**config.mk**
```make
export PLATFORM = sky130hd
export DESIGN_NAME = dynamic_seg_n
export DESIGN_NICKNAME = d
export VERILOG_FILES = /design/src/rtl/dynamic_seg_n.sv
export SDC_FILE = /design/constraint.sdc
export NUM_CORES = 1
export LEC_CHECK = 0
export ABC_AREA = 1
export CAP_MARGIN = 10
export CELL_PAD_IN_SITES_DETAIL_PLACEMENT = 0
export CELL_PAD_IN_SITES_GLOBAL_PLACEMENT = 1
export CORE_UTILIZATION = 52
export DETAILED_ROUTE_END_ITERATION = 7
export DONT_BUFFER_PORTS = 1
export PLACE_DENSITY_LB_ADDON = 0.1
export SYNTH_ARGS = -nofsm -noshare
export SYNTH_HDL_FRONTEND = slang
export SYNTH_SLANG_ARGS = --single-unit
```
**constraint.sdc**
```tcl
create_clock -name sys_clk -period 5 [get_ports sys_clk]
set_input_delay 0.5 -clock sys_clk [delete_from_list [all_inputs] [get_ports sys_clk]]
set_output_delay 0.5 -clock sys_clk [all_outputs]
set_load 0.1 [all_outputs]
```
**src/rtl/dynamic_seg_n.sv**
```systemverilog
// dynamic_seg_n: multiplexed DIGITS-digit 7-segment driver.
// A sequential double-dabble converter turns the binary input into BCD behind a
// valid/busy handshake; values above 10^DIGITS-1 saturate to all nines. The scan
// shows either the BCD value or an ID latched after reset, with per-digit blink.
// Optional build macro: LEADING_ZERO_BLANK_EN (blank leading zeros in data mode).
module dynamic_seg_n #(
    parameter int unsigned DIGITS      = 4,
    parameter int unsigned DATA_W      = 14,
    parameter int unsigned CNT_MAX     = 99_999,
    parameter int unsigned BLINK_TICKS = 250
) (
    input  logic                sys_clk,
    input  logic                sys_rst_n,
    input  logic [DATA_W-1:0]   data,
    input  logic                data_vld,
    output logic                busy,
    input  logic [DIGITS-1:0]   point,
    input  logic [DIGITS-1:0]   blink,
    input  logic                seg_en,
    input  logic [4*DIGITS-1:0] data_ID,
    output logic [DIGITS-1:0]   sel,
    output logic [7:0]          seg
);

    localparam int unsigned CntW  = (CNT_MAX > 0) ? $clog2(CNT_MAX + 1) : 1;
    localparam int unsigned IdxW  = $clog2(DIGITS);
    localparam int unsigned BcntW = (BLINK_TICKS > 1) ? $clog2(BLINK_TICKS) : 1;
    localparam int unsigned ShW   = $clog2(DATA_W + 1);
    localparam int unsigned BcdW  = 4 * DIGITS;

    function automatic longint unsigned max_value(input int unsigned n);
        longint unsigned p;
        p = 1;
        for (int i = 0; i < int'(n); i++) begin
            p = p * 10;
        end
        return p - 1;
    endfunction

    localparam longint unsigned MaxVal = max_value(DIGITS);

    function automatic logic [6:0] seg_decode(input logic [3:0] nib);
        logic [6:0] s;
        case (nib)
            4'h0:    s = 7'h3F;
            4'h1:    s = 7'h06;
            4'h2:    s = 7'h5B;
            4'h3:    s = 7'h4F;
            4'h4:    s = 7'h66;
            4'h5:    s = 7'h6D;
            4'h6:    s = 7'h7D;
            4'h7:    s = 7'h07;
            4'h8:    s = 7'h7F;
            4'h9:    s = 7'h6F;
            4'hA:    s = 7'h77;
            4'hB:    s = 7'h7C;
            4'hC:    s = 7'h39;
            4'hD:    s = 7'h5E;
            4'hE:    s = 7'h79;
            default: s = 7'h71;
        endcase
        return s;
    endfunction

    typedef enum logic [1:0] {StIdle, StShift, StDone} state_e;

    // Refresh tick counter
    logic [CntW-1:0] cnt_q, cnt_d;
    logic            tick;

    assign tick = (cnt_q == CntW'(CNT_MAX));

    // Next tick count: wrap at CNT_MAX
    always_comb begin
        cnt_d = tick ? '0 : cnt_q + CntW'(1);
    end

    // Tick counter register
    always_ff @(posedge sys_clk or negedge sys_rst_n) begin
        if (!sys_rst_n) begin
            cnt_q <= '0;
        end else begin
            cnt_q <= cnt_d;
        end
    end

    // ID is captured once, on the first edge after reset release
    logic            id_vld_q;
    logic [BcdW-1:0] id_q;

    // ID capture
    always_ff @(posedge sys_clk or negedge sys_rst_n) begin
        if (!sys_rst_n) begin
            id_q     <= '0;
            id_vld_q <= 1'b0;
        end else if (!id_vld_q) begin
            id_q     <= data_ID;
            id_vld_q <= 1'b1;
        end
    end

    // Converter state
    state_e          state_q;
    logic            busy_q;
    logic            over_q;
    logic [DATA_W-1:0] shreg_q;
    logic [BcdW-1:0] work_q;
    logic [BcdW-1:0] bcd_q;
    logic [ShW-1:0]  sh_cnt_q;
    logic [BcdW-1:0] work_adj;
    logic [BcdW-1:0] work_d;

    // One double-dabble step: add 3 to nibbles >= 5, then shift in the next MSB.
    // Only DIGITS nibbles are kept; any value that would overflow them is
    // over-range and gets replaced by all nines at DONE.
    always_comb begin
        work_adj = work_q;
        for (int i = 0; i < int'(DIGITS); i++) begin
            if (work_q[4*i +: 4] >= 4'd5) begin
                work_adj[4*i +: 4] = work_q[4*i +: 4] + 4'd3;
            end
        end
        work_d = {work_adj[BcdW-2:0], shreg_q[DATA_W-1]};
    end

    // Converter FSM with registered busy and BCD result
    always_ff @(posedge sys_clk or negedge sys_rst_n) begin
        if (!sys_rst_n) begin
            state_q  <= StIdle;
            busy_q   <= 1'b0;
            over_q   <= 1'b0;
            shreg_q  <= '0;
            work_q   <= '0;
            bcd_q    <= '0;
            sh_cnt_q <= '0;
        end else begin
            case (state_q)
                StIdle: begin
                    if (data_vld) begin
                        shreg_q  <= data;
                        work_q   <= '0;
                        sh_cnt_q <= '0;
                        over_q   <= (64'(data) > MaxVal);
                        busy_q   <= 1'b1;
                        state_q  <= StShift;
                    end
                end
                StShift: begin
                    work_q  <= work_d;
                    shreg_q <= shreg_q << 1;
                    if (sh_cnt_q == ShW'(DATA_W - 1)) begin
                        state_q <= StDone;
                    end else begin
                        sh_cnt_q <= sh_cnt_q + ShW'(1);
                    end
                end
                StDone: begin
                    bcd_q   <= over_q ? {DIGITS{4'h9}} : work_q;
                    busy_q  <= 1'b0;
                    state_q <= StIdle;
                end
                default: begin
                    busy_q  <= 1'b0;
                    state_q <= StIdle;
                end
            endcase
        end
    end

    assign busy = busy_q;

    // Leading-zero mask: digit i is blank when it and everything above it is zero
    logic [DIGITS-1:0] lz;
`ifdef LEADING_ZERO_BLANK_EN
    // Scan from the most significant digit down; digit 0 is never masked
    always_comb begin
        logic zero_above;
        zero_above = 1'b1;
        lz         = '0;
        for (int i = int'(DIGITS) - 1; i >= 1; i--) begin
            zero_above = zero_above & (bcd_q[4*i +: 4] == 4'h0);
            lz[i]      = zero_above;
        end
    end
`else
    assign lz = '0;
`endif

    // Scan state
    logic [IdxW-1:0]   idx_q;
    logic [BcntW-1:0]  bcnt_q;
    logic              phase_q;
    logic [DIGITS-1:0] sel_q, sel_d;
    logic [7:0]        seg_q, seg_d;
    logic [3:0]        dig_nib;
    logic              dig_dp;
    logic              dig_blink;
    logic              dig_lz;

    // Select and segment pattern for the digit currently indexed
    always_comb begin
        dig_nib   = '0;
        dig_dp    = 1'b0;
        dig_blink = 1'b0;
        dig_lz    = 1'b0;
        for (int i = 0; i < int'(DIGITS); i++) begin
            if (IdxW'(i) == idx_q) begin
                dig_nib   = seg_en ? bcd_q[4*i +: 4] : id_q[4*i +: 4];
                dig_dp    = point[i];
                dig_blink = blink[i];
                dig_lz    = lz[i];
            end
        end
        seg_d = {dig_dp, seg_decode(dig_nib)};
        if (seg_en && dig_lz) begin
            seg_d[6:0] = '0;
        end
        if (phase_q && dig_blink) begin
            seg_d = '0;
        end
        sel_d = DIGITS'(1) << idx_q;
    end

    // On each tick register sel/seg together and advance digit index and blink phase
    always_ff @(posedge sys_clk or negedge sys_rst_n) begin
        if (!sys_rst_n) begin
            sel_q   <= '0;
            seg_q   <= '0;
            idx_q   <= '0;
            bcnt_q  <= '0;
            phase_q <= 1'b0;
        end else if (tick) begin
            sel_q <= sel_d;
            seg_q <= seg_d;
            idx_q <= (idx_q == IdxW'(DIGITS - 1)) ? '0 : idx_q + IdxW'(1);
            if (bcnt_q == BcntW'(BLINK_TICKS - 1)) begin
                bcnt_q  <= '0;
                phase_q <= ~phase_q;
            end else begin
                bcnt_q <= bcnt_q + BcntW'(1);
            end
        end
    end

    assign sel = sel_q;
    assign seg = seg_q;

endmodule
```
Word-level counts from Yosys, hierarchy flattened
Memories as Yosys holds them, arrays and structs flattened.
Cells that the tools add are included.
{"block": "totals", "input_bits": 42, "output_inout_bits": 13, "memories": 1, "word_cells": 91, "romBits": 112, "ff_bits": 111}
{"name": "(name not given)", "depth": 16, "width": 7, "read_ports": 1, "rd_ports_with_merged_regs": 0, "write_ports": 0, "line": "44", "rtl": "case (nib)"}
{"block": "classes", "reduce_logical": 10, "n_addsub": 8, "n_lt_le_gt_ge": 5, "mux": 37, "bitwise": 2, "n_shift": 1, "n_eq_ne": 12}
{"op": "2-to-1 mux 4 bit", "count": 13}
{"op": "2-to-1 mux 16 bit", "count": 2}
{"op": "one-hot mux 16 bit (2 select lines)", "count": 1}
{"op": "one-hot mux 14 bit (2 select lines)", "count": 1}
{"op": "adder 17 x 1 -> 17 bit (second input constant)", "count": 1}
{"op": "== test 17 bit (second input constant)", "count": 1}
{"op": "2-to-1 mux 17 bit", "count": 1}
{"op": ">= comparator 4 x 3 -> 1 bit (second input constant)", "count": 4}
{"op": "2-to-1 mux 8 bit", "count": 2}
{"op": "> comparator 14 bit (second input constant)", "count": 1}
{"op": "2-to-1 mux 14 bit", "count": 1}
{"op": "adder 4 x 2 -> 4 bit (second input constant)", "count": 3}
{"op": "AND reduction 2 bit", "count": 5}
{"op": "2-to-1 mux 1 bit", "count": 9}
{"op": "adder 8 x 1 -> 8 bit (second input constant)", "count": 1}
{"op": "== test 8 bit (second input constant)", "count": 1}
{"op": "one-hot mux 4 bit (2 select lines)", "count": 1}
{"op": "2-to-1 mux 2 bit", "count": 3}
{"op": "!= test 2 bit (second input constant)", "count": 3}
{"op": "adder 4 x 1 -> 4 bit (second input constant)", "count": 1}
{"op": "== test 2 bit (first input constant)", "count": 2}
{"op": "== test 2 bit (second input constant)", "count": 2}
{"op": "== test 4 bit (second input constant)", "count": 1}
{"op": "zero test 2 bit", "count": 2}
{"op": "12 further kinds", "count": 13}

Longest topological paths before layout
{"block": "logic_depth", "depth_word": 7, "ltp_mapped": 17}

Worst setup path after synthesis
No wires, ideal clock.
{"block": "synth_path", "path_kind": "input port to flip-flop", "start": "in seg_en", "end": "reg seg_q[3] (netlist: seg[3])", "path_buffers": 3, "stages": 16, "setup_ps": 120, "arrival_time_ps": 1953, "path_slack_ps": 2927, "required_ps": 4880, "path_cell_list": "buf_6 buf_6 buf_6 o211ai_2 nand2_1 nand2_1 nand2_1 nand2_1 nand2_1 inv_1 ha_1 inv_1 nand3_1 nand3_1 nand3_1 nand2_1"}
{"block": "synth_via", "elab_chain_len": 7}
{"item": "start: declaration", "line": "19", "rtl": "input logic seg_en,"}
{"item": "2-to-1 mux 4 bit", "line": "208", "rtl": "dig_nib = seg_en ? bcd_q[4*i +: 4] : id_q[4*i +: 4];"}
{"item": "2-to-1 mux 4 bit (3 in a row)", "line": "207", "rtl": "if (IdxW'(i) == idx_q) begin"}
{"item": "2-to-1 mux 4 bit (*)", "line": "207"}
{"item": "memory (16 x 7 bit) (*)"}
{"item": "2-to-1 mux 8 bit (*)", "line": "218", "rtl": "if (phase_q && dig_blink) begin"}
{"item": "end signal: assignment", "line": "234", "rtl": "seg_q <= seg_d;"}
{"item": "end: declaration", "line": "194", "rtl": "logic [7:0] seg_q, seg_d;"}
Mark *: on every way between the ends. The rest lies on a longest branch, timed or not.
A chain may end at the register's enable or synchronous reset.

Worst setup path in the final report
{"block": "layout_path", "start": "reg state_q[0]", "end": "reg sh_cnt_q[3]"}
{"block": "layout_via", "elab_chain_len": 3}
{"item": "start: declaration", "line": "103", "rtl": "state_e state_q;"}
{"item": "start signal: assignment", "line": "129", "rtl": "state_q <= StIdle;"}
{"item": "start signal: assignment", "line": "145", "rtl": "state_q <= StShift;"}
{"item": "start signal: assignment", "line": "152", "rtl": "state_q <= StDone;"}
{"item": "== test 2 x 1 -> 1 bit or zero test 2 bit (tied branches)", "line": "137", "rtl": "case (state_q)"}
{"item": "!= test 2 bit (no source line) or nonzero test 2 bit (tied branches)"}
{"item": "AND reduction 3 bit (no source line)"}
{"item": "end signal: assignment", "line": "154", "rtl": "sh_cnt_q <= sh_cnt_q + ShW'(1);"}
{"item": "end: declaration", "line": "109", "rtl": "logic [ShW-1:0] sh_cnt_q;"}
Parallel ways exist; a longest one is shown, timed or not.

==> out/metrics.cfg <==
[grt]
grt_first_pass_wirelength_um=20300
first_global_vias=4298
grt_max_degree=112
global_route.overflow_total=0
grt_util_all_layers=0.223
grt_antenna_before_repair=0

[power]
total_power_mw=2.53
cellLeakagePower_nw=2.94
ir_worst_vdd_mv=0.342
power_density_nw_per_um2=416

[cells_and_area]
nets=755
layout-area-overhead-vs-synth_pct=5.46
layoutNonFillerInstCount=835
fillers=994
multiInputGateArea_um2=2520
finalCoreUtilization=0.562
seqCellArea_um2=2780
fin_area_um2=6090
insertedDiodeCount=0
post_route_cells_drive_above_1_share=0.0719

[logic_synthesis]
ys_ff_latch=111
yosysWarningCount=0
synth_seq_area_share=0.481
post_synth_instance_area_um2=5780
ys_types=40
avgSynthCellArea_um2=8.28
syn-instance-count=698
synth_nets=763

[critical_path]
crit_path_start_kind=register
worst-path-max-fanout=29
setup.worst_path.class=reg -> reg
timing.critical_path.arrival_ps=2850
setup.worst_path.end_class=register
critPathRequiredTime_ps=5270

[floorplan]
chipHeight_um=107
die_w_um=107
num_rows=38
top_level_ports=55
core_um2=10800
initial_utilization=0.533
floorplan.die_area_um2=11500

[timing]
fmaxAchievable_ghz=0.387
finalClockSkew_ps=8.85
share_of_the_clock_period_used_by_the_worst_path=0.517
period_minus_slack_ps=2590
timing.final.max_slew_violations=0
hold-worst-slack_ps=12.5
final.setup.tns_ps=0
relative_max_transition_margin=0.346
post-route-worst-setup-slack_ps=2410
final-setup-viol-count=0
worst_pin_slew_ps=979
final_hold_viol_count=0
rsz0062_at_grt=no

[clock_tree]
ctsHtreeMaxLevel=3
tritoncts_clock_tree=built
clk-insertion-delay-late_ps=380
num_cts_buffers=9
cts_root_buf=clkbuf_8
clk_pin_slew_worst_paths_ps=110
clkSinkCount=111
cts.repair.resized=0
clk_path_buf_depth=2

[placement]
placement.io_buffers=0
dp_hpwl_um=8350
place.gp.congestion=0.808
place_worst_setup_slack_ps=2400
placed_cells=818
placedInstanceArea_um2=5850

[flow_run]
reported_max_cap_violation_count=0

[drt]
route.detailed.vias_per_inst=5.37
num_vias=4482
detail-route-antenna-nets=0
wirelength_um=11900
routed_wire_length_per_instance_um=14.3
first_iter_violations=254
drt_first_pass_iters=4
remaining_drc_errors=0

[run_status]
result_of_the_run=complete, no violations

[worst_hold_path]
hp_class=in -> async

state kept, by name (all words and copies together) (netlist names), 2 cells and up:
register and count:
bcd_q 16, bcnt_q 8, idx_q 2, work_q 16
seg 8, id_q 16, sh_cnt_q 4, cnt_q 17
shreg_q 14, sel 4, state_q 2
critical path, stage by stage (launching register included):
cell and delay (ps):
dfrtp_1 410, nand2_1 680, clkinv_1 730, nand2_1 370
nor2_1 80, xnor2_1 130, nor2_1 50
what timing repair did:
item | 4_1_cts | 5_1_grt
setup buffers | 0 | 0
endpoints found under the hold margin | 111 | 0
hold buffers | 1 | 0
layout by cell type (no fill, tap or decap), drive strengths merged, types with 2 or more instances in the layout:
cell    synthesis  routed
o21ai          66      66
o22ai          10      10
buf             9       2
xnor2           2       2
bufinv          0       2
ha             23      23
nand4           7       7
nor3b           2       2
a21oi          32      32
clkbuf         12      10
mux2           10      10
nor3            6       6
xor2           13      13
nor4            5       5
o32ai           7       7
nand3          51      51
inv            96      98
o211ai          5       5
nand2         137     137
nor2           82      82
clkinv          1       3
a31oi           4       4
a22oi           2       2
dfrtp         111     111
Yosys cell counts (all sizes together):
| master | n | share of area |
|---|---|---|
| a21boi | 1 | 0.0013 |
| a21oi | 32 | 0.028 |
| a22oi | 2 | 0.0026 |
| a31oi | 4 | 0.0043 |
| buf | 9 | 0.012 |
| clkbuf | 12 | 0.0078 |
| clkinv | 1 | 0.00065 |
| conb | 1 | 0.00065 |
| dfrtp | 111 | 0.48 |
| ha | 23 | 0.050 |
| inv | 96 | 0.062 |
| mux2 | 10 | 0.019 |
| nand2 | 137 | 0.092 |
| nand3 | 51 | 0.046 |
| nand4 | 7 | 0.0076 |
| nor2 | 82 | 0.055 |
| nor3 | 6 | 0.0052 |
| nor3b | 2 | 0.0035 |
| nor4 | 5 | 0.0065 |
| o211ai | 5 | 0.0082 |
| o21ai | 66 | 0.058 |
| o221a | 1 | 0.0019 |
| o221ai | 1 | 0.0015 |
| o22ai | 10 | 0.011 |
| o31ai | 1 | 0.0013 |
| o32ai | 7 | 0.011 |
| xnor2 | 2 | 0.0030 |
| xor2 | 13 | 0.020 |
per-layer routing:
layer,global-route usage,wire length (um),vias to the layer above
met5,0,0,-
met4,0.0802,180,0
met3,0.0321,435,14
met2,0.361,5670,78
met1,0.305,5620,2135
li1,-,-,2255
where the power goes:
| group | internal (mW) | switching [mW] | total, mW |
|---|---|---|---|
| combinational | 0.262 | 0.425 | 0.687 |
| sequential | 1.09 | 0.162 | 1.25 |
| clock | 0.286 | 0.313 | 0.599 |
logic make-up after synthesis:
group                    share of synthesized area
AND/OR/NAND/NOR                              0.216
AO/OA/AOI/OAI                                0.128
buffers and inverters                       0.0827
flip-flops                                   0.481
adder cells (fa/ha/maj)                     0.0498
XOR/XNOR                                    0.0227
multiplexers                                0.0195
other                                     0.000649
path summary, 6_finish.rpt:
| kind | from | endpoint | slack, ps | cells past startpoint |
|---|---|---|---|---|
| hold reg to reg | cnt_q[0] | cnt_q[0] | 470 | 1 |
| setup reg to reg | state_q[0] | sh_cnt_q[3] | 2410 | 6 |
| min in group sys_clk | data[0] | shreg_q[0] | 230 | 2 |
| setup / recovery | state_q[0] | sh_cnt_q[3] | 2410 | 6 |
| max in group asynchronous | sys_rst_n | work_q[10] | 4490 | 1 |
| hold / removal | sys_rst_n | bcnt_q[6] | 10 | 1 |
layout make-up:
class	instances	share of cell area
Multi-Input combinational cell	469	0.414
Sequential cell	111	0.456
Timing Repair Buffer	2	0.00575
Clock inverter	6	0.0150
Clock buffer	10	0.0209
Inverter	97	0.0598
Tap cell	140	0.0287
Power figures use the tool's default switching activity.
